`src/rtl/serial_compare_if.sv`:
```
`default_nettype none
// +--------------------------------------------------------------------------+
// | serial_compare_if : operand / handshake bundle, GCD controller <-> cmp   |
// | Revision 1.0                                                             |
// +--------------------------------------------------------------------------+
interface serial_compare_if #(
  parameter int WIDTH = 16
);
  logic             start;
  logic             signed_mode;
  logic [WIDTH-1:0] d1;
  logic [WIDTH-1:0] d2;
  logic             busy;
  logic             done;
  logic             lt;
  logic             eq;
  logic             gt;
  logic             neq;

  modport master (
    output start, signed_mode, d1, d2,
    input  busy, done, lt, eq, gt, neq
  );

  modport slave (
    input  start, signed_mode, d1, d2,
    output busy, done, lt, eq, gt, neq
  );
endinterface
`default_nettype wire

```
`src/rtl/serial_compare.sv`:
```
`default_nettype none
// +--------------------------------------------------------------------------+
// | serial_compare : MSB-first digit-serial magnitude compare, signed/uns.   |
// | Revision 1.0                                                             |
// +--------------------------------------------------------------------------+
module serial_compare #(
  parameter int WIDTH      = 16,
  parameter int DIGIT      = 4,
  parameter int EARLY_EXIT = 1
) (
  input  wire logic       clk,
  input  wire logic       rst_n,
  serial_compare_if.slave bus
);
  localparam int NDIG  = WIDTH / DIGIT;
  localparam int IDX_W = (NDIG > 1) ? $clog2(NDIG) : 1;
  localparam logic [IDX_W-1:0] LAST_IDX  = IDX_W'(NDIG - 1);
  localparam logic [WIDTH-1:0] SIGN_MASK = {1'b1, {(WIDTH-1){1'b0}}};

  typedef enum logic [1:0] {
    S_IDLE = 2'd0,
    S_CMP  = 2'd1,
    S_DONE = 2'd2
  } state_t;

  state_t           state_q, state_d;
  logic [WIDTH-1:0] a_q, a_d;
  logic [WIDTH-1:0] b_q, b_d;
  logic [IDX_W-1:0] idx_q, idx_d;
  logic             dec_q, dec_d;
  logic             dlt_q, dlt_d;
  logic             lt_q, lt_d;
  logic             eq_q, eq_d;
  logic             gt_q, gt_d;

  // Operands shift left each compare cycle, so the live digit is always on top.
  logic [DIGIT-1:0] digit_a;
  logic [DIGIT-1:0] digit_b;
  logic             digit_ne;
  logic             digit_lt;

  assign digit_a  = a_q[WIDTH-1 -: DIGIT];
  assign digit_b  = b_q[WIDTH-1 -: DIGIT];
  assign digit_ne = (digit_a != digit_b);
  assign digit_lt = (digit_a < digit_b);

  always_comb begin
    state_d = state_q;
    a_d     = a_q;
    b_d     = b_q;
    idx_d   = idx_q;
    dec_d   = dec_q;
    dlt_d   = dlt_q;
    lt_d    = lt_q;
    eq_d    = eq_q;
    gt_d    = gt_q;

    unique case (state_q)
      S_IDLE: begin
        if (bus.start) begin
          // Biasing the sign bit turns a two's-complement compare into an unsigned one.
          a_d     = bus.d1 ^ (bus.signed_mode ? SIGN_MASK : '0);
          b_d     = bus.d2 ^ (bus.signed_mode ? SIGN_MASK : '0);
          idx_d   = '0;
          dec_d   = 1'b0;
          dlt_d   = 1'b0;
          state_d = S_CMP;
        end
      end
      S_CMP: begin
        a_d   = a_q << DIGIT;
        b_d   = b_q << DIGIT;
        idx_d = idx_q + IDX_W'(1);
        if (!dec_q && digit_ne) begin
          dec_d = 1'b1;
          dlt_d = digit_lt;
        end
        if (idx_q == LAST_IDX || (EARLY_EXIT != 0 && digit_ne)) begin
          state_d = S_DONE;
          lt_d    = dec_q ? dlt_q  : digit_lt;
          gt_d    = dec_q ? ~dlt_q : (digit_ne & ~digit_lt);
          eq_d    = ~dec_q & ~digit_ne;
        end
      end
      S_DONE: begin
        state_d = S_IDLE;
      end
      default: begin
        state_d = S_IDLE;
      end
    endcase
  end

  always_ff @(posedge clk or negedge rst_n) begin
    if (!rst_n) begin
      state_q <= S_IDLE;
      a_q     <= '0;
      b_q     <= '0;
      idx_q   <= '0;
      dec_q   <= 1'b0;
      dlt_q   <= 1'b0;
      lt_q    <= 1'b0;
      eq_q    <= 1'b0;
      gt_q    <= 1'b0;
    end else begin
      state_q <= state_d;
      a_q     <= a_d;
      b_q     <= b_d;
      idx_q   <= idx_d;
      dec_q   <= dec_d;
      dlt_q   <= dlt_d;
      lt_q    <= lt_d;
      eq_q    <= eq_d;
      gt_q    <= gt_d;
    end
  end

  assign bus.busy = (state_q != S_IDLE);
  assign bus.done = (state_q == S_DONE);
  assign bus.lt   = lt_q;
  assign bus.eq   = eq_q;
  assign bus.gt   = gt_q;
  assign bus.neq  = lt_q | gt_q;

endmodule
`default_nettype wire
```
`src/flat_wrapper.sv`:
```
// flat-port wrapper written by rule: the top's interface ports become plain ports
module serial_compare_flat 
#(
  parameter int WIDTH      = 16,
  parameter int DIGIT      = 4,
  parameter int EARLY_EXIT = 1
)
  (clk, rst_n, bus_start, bus_signed_mode, bus_d1, bus_d2, bus_busy, bus_done, bus_lt, bus_eq, bus_gt, bus_neq);
  serial_compare_if #(.WIDTH(WIDTH)) bus_i ();
  input  wire logic clk;
  input  wire logic rst_n;
  input wire logic [$bits(bus_i.start)-1:0] bus_start;
  input wire logic [$bits(bus_i.signed_mode)-1:0] bus_signed_mode;
  input wire logic [$bits(bus_i.d1)-1:0] bus_d1;
  input wire logic [$bits(bus_i.d2)-1:0] bus_d2;
  output wire logic [$bits(bus_i.busy)-1:0] bus_busy;
  output wire logic [$bits(bus_i.done)-1:0] bus_done;
  output wire logic [$bits(bus_i.lt)-1:0] bus_lt;
  output wire logic [$bits(bus_i.eq)-1:0] bus_eq;
  output wire logic [$bits(bus_i.gt)-1:0] bus_gt;
  output wire logic [$bits(bus_i.neq)-1:0] bus_neq;
  assign bus_i.start = bus_start;
  assign bus_i.signed_mode = bus_signed_mode;
  assign bus_i.d1 = bus_d1;
  assign bus_i.d2 = bus_d2;
  assign bus_busy = bus_i.busy;
  assign bus_done = bus_i.done;
  assign bus_lt = bus_i.lt;
  assign bus_eq = bus_i.eq;
  assign bus_gt = bus_i.gt;
  assign bus_neq = bus_i.neq;
  serial_compare #(.WIDTH(WIDTH), .DIGIT(DIGIT), .EARLY_EXIT(EARLY_EXIT)) u_core (.clk(clk), .rst_n(rst_n), .bus(bus_i));
endmodule
```
`config.mk`:
```
export PLATFORM = sky130hd
export DESIGN_NAME = serial_compare_flat
export DESIGN_NICKNAME = d
export VERILOG_FILES = /design/src/rtl/serial_compare_if.sv /design/src/rtl/serial_compare.sv /design/src/flat_wrapper.sv
export SDC_FILE = /design/constraint.sdc
export NUM_CORES = 1
export LEC_CHECK = 0
export CORE_MARGIN = 2
export CORE_UTILIZATION = 40
export CTS_BUF_LIST = sky130_fd_sc_hd__clkbuf_16
export DETAILED_ROUTE_END_ITERATION = 8
export PLACE_DENSITY = 0.67
export SYNTH_ARGS = -nofsm -noshare
export SYNTH_HDL_FRONTEND = slang
export SYNTH_SLANG_ARGS = --single-unit
```
`constraint.sdc`:
```
create_clock -name clk -period 1.95 [get_ports clk]
set_input_delay 0.195 -clock clk [delete_from_list [all_inputs] [get_ports clk]]
set_output_delay 0.195 -clock clk [all_outputs]
set_load 0.02 [all_outputs]
```
==> out/qor.csv <==
stage;metric;value;unit
sta;clock-skew-final;0.002940;ns
status;outcome;finished, final reports clean;
sta;grt_setup_unrepaired;no;
route;remaining_drc_errors;0;
floorplanning;row_count;25;
synthesis;synth_async_sr_flop_share;100.0;%
sta;max_clock_freq;566.5;MHz
setup_path;cp-end-kind;output pin;
route;drtAntennaViolNets;0;
clocking;clock_tree.htree_level_count;2;
setup_path;worst_ep_required_time;1.75;ns
setup_path;largest_fanout_on_the_critical_path;7;
route;number_of_detailed_route_iterations_in_the_first_pass;5;
route;detail_route.iter0.violations;64;
power_and_ir_drop;power.internal;2.562;mW
placement;place_worst_setup_slack;0.2875;ns
power_and_ir_drop;power.combinational.fraction;43.3;%
setup_path;start_kind;flop;
floorplanning;vert_die_dim;74.33;um
synthesis;synth.distinct_cells;32;
global_routing;gr-usage-all-layers;15.13;%
synthesis;syn-cell-area;1978;um2
clocking;cts_made_buffers;5;
clocking;max-clock-path-buffers;2;
sta;finalHoldViolations;0;
sta;tightest_slew;0.5041;ns
power_and_ir_drop;switching_share;36.12;%
sta;layout_setup_ws;0.1848;ns
synthesis;synth_area_per_cell;10.64;um2
clocking;worst_skew_pair.late_latency;0.28;ns
placement;dp.cells;289;
floorplanning;start_util;41.61;%
floorplanning;num_ports;42;
finish;drive_gt1_share;7.826;%
global_routing;vias_in_the_first_global_route;1392;
power_and_ir_drop;power.share.clock;18.6;%
setup_path;timing_worst_setup_path_type;reg -> out;
finish;final_net_count;271;
route;detail_route.wirelength;3624;um
sta;finalWorstPathRequiredPeriod;1.765;ns
route;via_cell_ratio;4.798;
clocking;clock_root_buffer;sky130_fd_sc_hd__clkbuf_16;
power_and_ir_drop;switching_power;1.449;mW
finish;layout.cells.non_filler;297;
clocking;number_of_sinks_driven_by_the_clock_tree;41;
power_and_ir_drop;seq_power_share;38.1;%
synthesis;synth_edf_count;0;
clocking;tritoncts;built;
hold_path;min-delay-path-class;reg -> reg;
placement;gp_congestion;0.7835;
route;routedWlPerCell;12.20;um
run;cap_violations;0;
synthesis;yosysWarnings;0;
setup_path;path_buf_inv;2;
setup_path;cpPeakStageDelay;0.60;ns
global_routing;grt_first_pass_wirelength;6327;um
synthesis;post_synthesis_net_count;227;
setup_path;slowest_stage;sky130_fd_sc_hd__clkdlybuf4s50_1;
synthesis;synth-main-ff-cell;sky130_fd_sc_hd__dfrtp_1;
sta;layout_worst_path_cycle_share;90.52;%
global_routing;initial_antenna_violation_count;0;
sta;report.final.setup_viol;0;
sta;relSlewSlack;66.39;%
route;vias;1425;
power_and_ir_drop;power_density;1548;nW/um2
power_and_ir_drop;power.leakage;1.133;nW
sta;final.setup.tns;0;ns
setup_path;critical_path.top_delay_family;buffers and inverters;
sta;slew_violations;0;
finish;antennaDiodeCount;0;
synthesis;synth_seq_cells;41;
power_and_ir_drop;vdd.ir_drop.worst;0.6434;mV
placement;placement.io_buffers;41;
global_routing;grt_max_degree;55;
floorplanning;die_w;74.33;um
clocking;post-cts-setup-buffer-count;0;
finish;area_delta_synth_final;30.99;%
floorplanning;floorplan.core_area;4755;um2
setup_path;crit_path_cell_trace;inv_2 -> nor2_1 -> clkdlybuf4s50_1;
setup_path;worstPathArrival;1.57;ns
synthesis;post_synth_inst_count;186;
global_routing;global_route.overflow_total;0;
floorplanning;die_area;5524;um2
clocking;clock_pin_slew_on_the_worst_setup_and_hold_paths;0.05;ns
synthesis;synth-seq-area-share;51.87;%
placement;hpwlAfterDp;2560;um
[logic make-up after synthesis]
logic type               after synthesis  share of synthesized area, %
adder cells (fa/ha/maj)                5                         3.163
flip-flops                            41                         51.87
AND/OR/NAND/NOR                       44                         9.678
AO/OA/AOI/OAI                         54                         16.83
buffers and inverters                 17                         5.692
XOR/XNOR                               2                        0.8857
multiplexers                          23                         11.89
[sequential cells by signal (all words and copies together), names as in the netlist]
register        flops
u_core.idx_q        2
u_core.a_q         16
u_core.bus.gt       1
u_core.b_q         16
u_core.bus.eq       1
u_core.state_q      2
u_core.bus.lt       1
u_core.dlt_q        1
u_core.dec_q        1
[cells in the mapped netlist, types with 2 or more instances]
cell type	n	area [um2]
sky130_fd_sc_hd__nor2_1	7	26.28
sky130_fd_sc_hd__o22ai_1	2	12.51
sky130_fd_sc_hd__buf_2	2	10.01
sky130_fd_sc_hd__ha_1	5	62.56
sky130_fd_sc_hd__nor2b_1	4	25.02
sky130_fd_sc_hd__buf_4	2	15.01
sky130_fd_sc_hd__buf_8	2	30.03
sky130_fd_sc_hd__o21ai_0	8	40.04
sky130_fd_sc_hd__buf_6	2	22.52
sky130_fd_sc_hd__o21ai_1	19	95.09
sky130_fd_sc_hd__inv_1	7	26.28
sky130_fd_sc_hd__a21oi_1	9	45.04
sky130_fd_sc_hd__mux2i_1	22	220.2
sky130_fd_sc_hd__a22o_1	7	61.31
sky130_fd_sc_hd__xor2_1	2	17.52
sky130_fd_sc_hd__dfrtp_1	41	1026
sky130_fd_sc_hd__nand2_1	30	112.6
[power groups by stage]
stage	logic (mW)	registers, mW	clock network (mW)
after global routing	1.96	1.59	0.804
after CTS	1.76	1.53	0.767
final	1.74	1.53	0.747
after detailed placement	1.75	1.54	0
after global placement	1.72	1.53	0
after floorplan	1.35	1.49	0
[cells in the final DEF (no fill, tap or decap), drive strengths merged]
| cell type | n |
|---|---|
| mux2 | 1 |
| xor2 | 2 |
| or2 | 1 |
| o32ai | 1 |
| clkdlybuf4s50 | 40 |
| inv | 9 |
| a21oi | 9 |
| clkinv | 1 |
| mux2i | 22 |
| clkbuf | 5 |
| o22a | 1 |
| dlygate4sd3 | 1 |
| nand4 | 1 |
| o22ai | 2 |
| ha | 5 |
| a22oi | 1 |
| nand2 | 30 |
| a31oi | 1 |
| dfrtp | 41 |
| nor2b | 5 |
| a22o | 7 |
| a2bb2oi | 1 |
| buf | 5 |
| nor2 | 7 |
| o211ai | 1 |
| o21ai | 28 |
| o21a | 2 |
[routing by layer]
layer	routed length [um]	vias to the layer above	GRT usage (%)
met2	1668	29	22.92
met4	63	0	5.952
met5	0	-	0
met1	1777	653	21.01
met3	113	8	3.794
li1	-	735	-
[per-stage QoR]
step	area (um2)	utilization [%]	total power [mW]	hold WS, ns
2_1_floorplan	1978	-	2.833	-0.1006
3_3_place_gp	2447	51.47	3.252	0.2903
3_5_place_dp	2447	51.47	3.294	0.2897
4_1_cts	2590	54.47	4.060	0.4868
5_1_grt	2591	54.50	4.350	0.5113
6_report	2591	54.50	4.010	0.4781
[cell type report]
type                            count  area (um2)
Fill cell                         430        2163
Sequential cell                    41        1027
Multi-Input combinational cell    128       847.1
Timing Repair Buffer               46       470.5
Clock buffer                        5       125.1
Tap cell                           67       83.83
Inverter                            8       30.03
Clock inverter                      2       7.507
[path summary, 6_finish.rpt]
| kind | to | from | cells past startpoint | slack, ns |
|---|---|---|---|---|
| max in group asynchronous | u_core.state_q[0]$_DFFE_PN0P_ | rst_n | 3 | 1.07 |
| min in group asynchronous | u_core.b_q[9]$_DFFE_PN0P_ | rst_n | 3 | 0.51 |
| worst max-delay path | bus_done | u_core.state_q[1]$_DFFE_PN0P_ | 3 | 0.18 |
| worst min-delay path | u_core.b_q[9]$_DFFE_PN0P_ | u_core.b_q[9]$_DFFE_PN0P_ | 2 | 0.48 |
| worst max register to register | u_core.bus.eq$_DFFE_PN0P_ | u_core.b_q[15]$_DFFE_PN0P_ | 5 | 0.35 |
| worst min register to register | u_core.b_q[9]$_DFFE_PN0P_ | u_core.b_q[9]$_DFFE_PN0P_ | 2 | 0.48 |
[tightest hold or removal path: cells and delay by family (launching register included)]
family           cells  cell delay [ns]
AO/OA/AOI/OAI        1             0.06
flip-flops           1             0.34
AND/OR/NAND/NOR      1             0.05
[what timing repair did]
action                     in CTS  in global routing
hold endpoints to repair        6                  0
gates resized for setup         0                  1
setup endpoints to repair       0                  1
hold buffers                    1                  0
Power figures use the tool's default switching activity.
